$ cat src/rtl/pipe_stage_reg.sv
// pipe_stage_reg
//   Generic inter-stage pipeline register. Carries an opaque DW-bit payload
//   and a valid bit from one stage to the next, honouring the global stall
//   vector at bit STAGE (upstream) and STAGE+1 (downstream), with an explicit
//   flush. Two saturating counters record stall bubbles and hold cycles.
//
// Ports
//   Clk        in   rising-edge clock
//   Rst_n      in   asynchronous active-low reset
//   stall      in   [STALL_W] global stall vector, 1 = stop
//   flush      in   discard stage contents this cycle
//   clr_cnt    in   synchronous clear of both counters
//   in_data    in   [DW] payload from upstream
//   in_valid   in   upstream payload is a real instruction
//   out_data   out  [DW] registered payload
//   out_valid  out  registered valid
//   out_load   out  one-cycle strobe after a load that captured in_valid=1
//   bubble_cnt out  [CNT_W] bubbles inserted by stall (saturating)
//   hold_cnt   out  [CNT_W] cycles contents were held (saturating)

module pipe_stage_reg #(
    parameter int              DW      = 32,
    parameter int              STALL_W = 6,
    parameter int              STAGE   = 2,
    parameter logic [DW-1:0]   NOP_VAL = {DW{1'b0}},
    parameter int              CNT_W   = 16
) (
    input  logic               Clk,
    input  logic               Rst_n,
    input  logic [STALL_W-1:0] stall,
    input  logic               flush,
    input  logic               clr_cnt,
    input  logic [DW-1:0]      in_data,
    input  logic               in_valid,
    output logic [DW-1:0]      out_data,
    output logic               out_valid,
    output logic               out_load,
    output logic [CNT_W-1:0]   bubble_cnt,
    output logic [CNT_W-1:0]   hold_cnt
);

    if (STAGE < 0 || STAGE + 1 >= STALL_W) begin : g_bad_stage
        $error("pipe_stage_reg: STAGE+1 must be below STALL_W");
    end

    if (DW < 1 || DW > 256) begin : g_bad_dw
        $error("pipe_stage_reg: DW must be in 1..256");
    end

    localparam logic [CNT_W-1:0] CNT_MAX = '1;

    logic su;
    logic sd;
    logic do_bubble;
    logic do_hold;

    assign su = stall[STAGE];
    assign sd = stall[STAGE+1];

    // Flush outranks both stall outcomes, so neither counter moves on a flush.
    assign do_bubble = !flush && su && !sd;
    assign do_hold   = !flush && su && sd;

    always_ff @(posedge Clk or negedge Rst_n) begin
        if (!Rst_n) begin
            out_data  <= NOP_VAL;
            out_valid <= 1'b0;
            out_load  <= 1'b0;
        end else if (flush || do_bubble) begin
            out_data  <= NOP_VAL;
            out_valid <= 1'b0;
            out_load  <= 1'b0;
        end else if (!su) begin
            // su=0 loads regardless of sd; su=0/sd=1 is not a legal stall
            // pattern and is deliberately folded into the load case.
            out_data  <= in_data;
            out_valid <= in_valid;
            out_load  <= in_valid;
        end else begin
            out_load  <= 1'b0;
        end
    end

    always_ff @(posedge Clk or negedge Rst_n) begin
        if (!Rst_n) begin
            bubble_cnt <= '0;
            hold_cnt   <= '0;
        end else if (clr_cnt) begin
            bubble_cnt <= '0;
            hold_cnt   <= '0;
        end else begin
            if (do_bubble && bubble_cnt != CNT_MAX) begin
                bubble_cnt <= bubble_cnt + 1'b1;
            end
            if (do_hold && hold_cnt != CNT_MAX) begin
                hold_cnt <= hold_cnt + 1'b1;
            end
        end
    end

endmodule

$ cat config.mk
export PLATFORM = sky130hd
export DESIGN_NAME = pipe_stage_reg
export DESIGN_NICKNAME = d
export VERILOG_FILES = /design/src/rtl/pipe_stage_reg.sv
export SDC_FILE = /design/constraint.sdc
export NUM_CORES = 1
export LEC_CHECK = 0
export CAP_MARGIN = 20
export CORE_ASPECT_RATIO = 0.7
export CORE_MARGIN = 4
export CORE_UTILIZATION = 37
export CTS_CLUSTER_DIAMETER = 30
export CTS_CLUSTER_SIZE = 16
export DETAILED_ROUTE_END_ITERATION = 8
export PLACE_DENSITY = 0.72
export SKIP_CTS_REPAIR_TIMING = 1
export SLEW_MARGIN = 20
export SYNTH_ARGS = -nofsm -noshare
export SYNTH_HDL_FRONTEND = slang
export SYNTH_SLANG_ARGS = --single-unit
$ cat constraint.sdc
create_clock -name Clk -period 2.3 [get_ports Clk]
set_clock_uncertainty 0.2 [all_clocks]
set_input_delay 0.46 -clock Clk [delete_from_list [all_inputs] [get_ports Clk]]
set_output_delay 0.46 -clock Clk [all_outputs]
set_load 0.1 [all_outputs]
---- After elaboration in Yosys (flattened, before gate mapping) ----
Cells that the tools add are included.
word-level totals
  register bits after elaboration ......... 66
  input port bits ......................... 43
operators by class
  add/sub/neg operators ................... 2
  equal/unequal tests ..................... 3
  reduce and logical (&&, ||, !) cells .... 10
  muxes and demuxes ....................... 10
operators with widths
  operator                                        number
  two-way mux 16 bit                              4
  two-way mux 32 bit                              2
  adder 16 x 1 -> 16 bit (second input constant)  2
  != test 16 bit (second input constant)          2
  logical AND 1 bit                               5
  two-way mux 1 bit                               4
  nonzero test 2 bit                              2
  logical NOT 1 bit                               2
  != test 2 x 1 -> 1 bit (second input constant)  1
  logical OR 1 bit                                1

---- Logic depth before layout (Yosys ltp) ----
  word-level depth ........................ 6
  gate-level depth with buffers ........... 7
  gate-level depth less buffers ........... 5

---- Least setup slack after synthesis ----
Ideal clock, no wire load.
  path type ............................... register to register
  from .................................... register bubble_cnt[0]
  to ...................................... register bubble_cnt[1]
  slack ................................... -504 ps
  library setup time ...................... 132 ps
  data arrival time ....................... 2472 ps
  data required time ...................... 1968 ps
  stages on the path, launching flop included .. 6
  path buffers ............................ 0
  cell sequence ........................... dfrtp_1 > ha_1 > nand4_2 > o41ai_2 > mux2i_1 > nor2_1
on the way
  word-level cells in the longest chain between the ends .. 3
  elaborated cells on any way between the ends .. 6
  classes of those cells .................. add/sub: 1; eq/ne: 1; mux: 2; reduce/logical: 2
ends and longest elaborated chain
  element                                                          RTL line  text
  from (decl)                                                      38        output logic [CNT_W-1:0] bubble_cnt,
  from (signal assigned)                                           93        bubble_cnt <= bubble_cnt + 1'b1;
  adder 16 x 1 -> 16 bit / != test 16 bit (equally long branches)  93, 92
  two-way mux 16 bit / logical AND 1 bit (equally long branches)   92        if (do_bubble && bubble_cnt != CNT_MAX) begin
  two-way mux 16 bit / nonzero test 2 bit (equally long branches)  -
Parallel ways exist; a longest one is shown, timed or not. The select of a mux whose other input is x is not followed.
A chain may end at the register's enable or synchronous reset.

---- Worst setup path in the final report ----
  from .................................... input port stall[2]
  to ...................................... register bubble_cnt[14]
on the way
  word-level cells in the longest chain between the ends .. 4
ends and longest elaborated chain
  element                              RTL line  text
  from (decl)                          30        input logic [STALL_W-1:0] stall,
  logical AND 1 bit (2 in series)      61        assign do_bubble = !flush && su && !sd;
  logical AND 1 bit                    92
  nonzero test 2 bit (no source line)  -
No other way between the ends.

==> out/metrics.cfg <==
[cells_and_area]
multi_input_comb_area_mm2=0.00129
final-seq-area_mm2=0.00170
stdcell_count=500
fin_nets=439
syn_to_final_growth_pct=48.6
drive_gt1_share_pct=36.1
fill_cells=681
diodes=0

[timing]
rsz0062_at_grt=false
relSlewSlack_pct=59.4
fin_crit_ns=2.22
max_slew.worst_pin.slew_ns=0.608
setup_viol=0
postLayoutSetupSlackWorst_ns=0.0751
final.period_utilization_pct=96.7
final_max_slew_viol_count=0
fmax_mhz=449
hold_viol=0

[die]
die_h_um=83.4
die_x_um=116
io_pins=109
rows=27
fp.coreArea_mm2=0.00787
die-area_mm2=0.00965
initial_core_util_pct=38.2

[clock_tree]
clockRootBuffer=clkbuf_16
numCtsBuffers=9
clock-sinks=66
cts.htree.levels=3
clock_path_buffers=2
cts.reportedPaths.clkPinSlew_ns=0.05
cts_tree=built
clock_latency_ns=0.33

[worst_hold_path]
holdPathStages=1
hp-start=out_valid
worstHoldEndpoint=out_valid
min_path_type=reg2reg

[power_and_ir_drop]
seq_power_share_pct=41.8
switching_share_pct=29.1
pwr-share-comb_pct=16.0
internal-power_w=0.00206
powerDensity_mw_per_mm2=651
cellLeakagePower_nw=1.94
ir_drop_uv=393
power.switching_w=0.000846
clkPwrFrac_pct=42.2

[setup_path]
crit-reg2reg-launch=hold_cnt[0]
crit_fanout=5
regToRegSetupSlack_ns=0.18
rr_worst_depth=5
cp-start-kind=input pin
cp-end-kind=flop
worstSetupPathType=in2reg
arrival_ns=2.27
rr_endpoint=hold_cnt[8]
required_ns=2.34

[synthesis]
syn_nets=319
synthesis.area_mm2=0.00300
ys_ff_latch=66
avgSynthCellArea_um2=11.0
ys_warn_count=0
async_reset_ff_share_pct=100
synth_cells=274
synth_ff_type=dfrtp_1
synthDistinctLibCells=38
synth_edf_count=0
yosysSeqAreaShare_pct=55.0

[global_route]
grt_max_degree=41
grt_pass1_wl_mm=13.3
antenna_found_initial=0
busiest_layer=met1
track_usage_pct=17.3
use_met3_pct=4.88
grt_util_met1_pct=24.8
grt_overflow=0
grt_pass1_vias=2665
grt_use_met2_pct=24.8

[routing]
via_count=2721
drc=0
ant_nets=0
drt_iter0_markers=147
wl_per_cell_um=16.2
dr.pass1.iters=4
wl_mm=8.11
viasPerCell=5.44

[outcome]
status=completed

[job]
cap_violations=0

[place]
place_hpwl_mm=5.96
dp_slack_ns=-0.279
gp_congestion=0.817
dp_cells=483
numPortBuffers=104

layout make-up:
type                            count  share of cell area (%)
Multi-Input combinational cell    186                    28.9
Clock inverter                      7                    1.01
Inverter                            6                   0.504
Clock buffer                        9                    5.04
Sequential cell                    66                    38.0
Timing Repair Buffer              125                    23.7
Tap cell                          101                    2.83
logic make-up (layout without fill, tap and decap cells):
| group | count (synthesis) | count (layout) | synth area share, % |
|---|---|---|---|
| AOI/OAI and AO/OA | 85 | 85 | 20.1 |
| xor gates and xnor gates | 2 | 2 | 0.583 |
| adders and majority gates | 2 | 2 | 0.833 |
| buffers and inverters | 22 | 147 | 2.92 |
| DFF | 66 | 66 | 55.0 |
| muxes | 5 | 5 | 1.83 |
| and+or+nand+nor | 92 | 92 | 18.8 |
registers in the layout, summed over array words and instances, names as in the netlist:
name        count
out_data       32
bubble_cnt     16
hold_cnt       16
out_load        1
out_valid       1
stage by stage:
step	instance area [um^2]	hold WS, ns	utilization [%]	setup TNS [ns]	power [W]
floorplan	3060	-0.0356	-	-0.0324	0.00152
global placement	4180	0.261	53.1	-2.63	0.00170
detailed placement	4180	0.284	53.1	-3.67	0.00170
CTS	4450	-0.0432	56.5	0	0.00296
global route	4460	0.309	56.7	0	0.00302
finish	4460	0.285	56.7	0	0.00291
worst max-delay path, cell delays in order:
cell             delay, ns
clkdlybuf4s50_1       0.53
nor3b_2               0.29
buf_4                 0.18
o2111ai_1             0.23
or3_1                 0.41
a21oi_1               0.15
synthesized netlist by cell type (3+ instances only):
| cell type | instances | share of area (%) |
|---|---|---|
| o21ai_0 | 8 | 1.3 |
| and3_1 | 3 | 0.62 |
| nand3_1 | 14 | 2.3 |
| nor2b_1 | 4 | 0.83 |
| and4_1 | 3 | 0.87 |
| nor2_1 | 8 | 1.0 |
| dfrtp_1 | 66 | 55 |
| a22o_1 | 32 | 9.3 |
| nor4_1 | 7 | 1.5 |
| buf_2 | 4 | 0.67 |
| inv_1 | 6 | 0.75 |
| or3_1 | 16 | 3.3 |
| o21ai_1 | 6 | 1.0 |
| clkbuf_1 | 12 | 1.5 |
| nor3_1 | 4 | 0.67 |
| a21oi_1 | 22 | 3.7 |
| nand4_1 | 7 | 1.5 |
| or4_1 | 8 | 2.0 |
| nand2_1 | 9 | 1.1 |
| o31ai_1 | 10 | 2.5 |
worst max path at each step:
| stage | from | end | slack (ns) |
|---|---|---|---|
| after floorplan | bubble_cnt[1] | bubble_cnt[1] | -0.03 |
| after global placement | stall[3] | hold_cnt[13] | -0.23 |
| after detailed placement | stall[2] | bubble_cnt[14] | -0.28 |
| after CTS | stall[3] | hold_cnt[13] | 0.09 |
| after global routing | stall[2] | bubble_cnt[14] | 0.01 |
| final | stall[2] | bubble_cnt[14] | 0.08 |
routing by layer:
metal  routed length, um  vias up
met5                   0        -
met4                  86        0
met3                 574        8
met2                3640       83
met1                3810     1330
li1                    -     1300
placed cells by master, fill, tap and decap left out, drive strengths merged:
cell	n
buf	87
dfrtp	66
clkdlybuf4s50	37
a22o	32
a21oi	22
or3	16
nand3	14
o21ai	14
o31ai	10
nand2	9
clkbuf	9
nand4	9
or4	8
nor2	8
inv	7
nor4	7
clkinv	5
nor2b	4
nor3	4
mux2	4
and4	3
and3	3
and2	2
o31a	2
a311oi	2
ha	2
nand3b	2
nor3b	1
o2111ai	1
xnor2	1
o41ai	1
mux2i	1
xor2	1
nand2b	1
and3b	1
a21o	1
clkinvlp	1
dlygate4sd3	1
power by group through the flow:
stage	clock network, W	registers, W	logic (W)
after floorplan	0	0.00146	0.0000630
after global placement	0	0.00123	0.000464
after detailed placement	0	0.00123	0.000469
after CTS	0.00127	0.00121	0.000469
after global routing	0.00132	0.00122	0.000487
final	0.00123	0.00121	0.000465
Power figures use the tool's default switching activity.
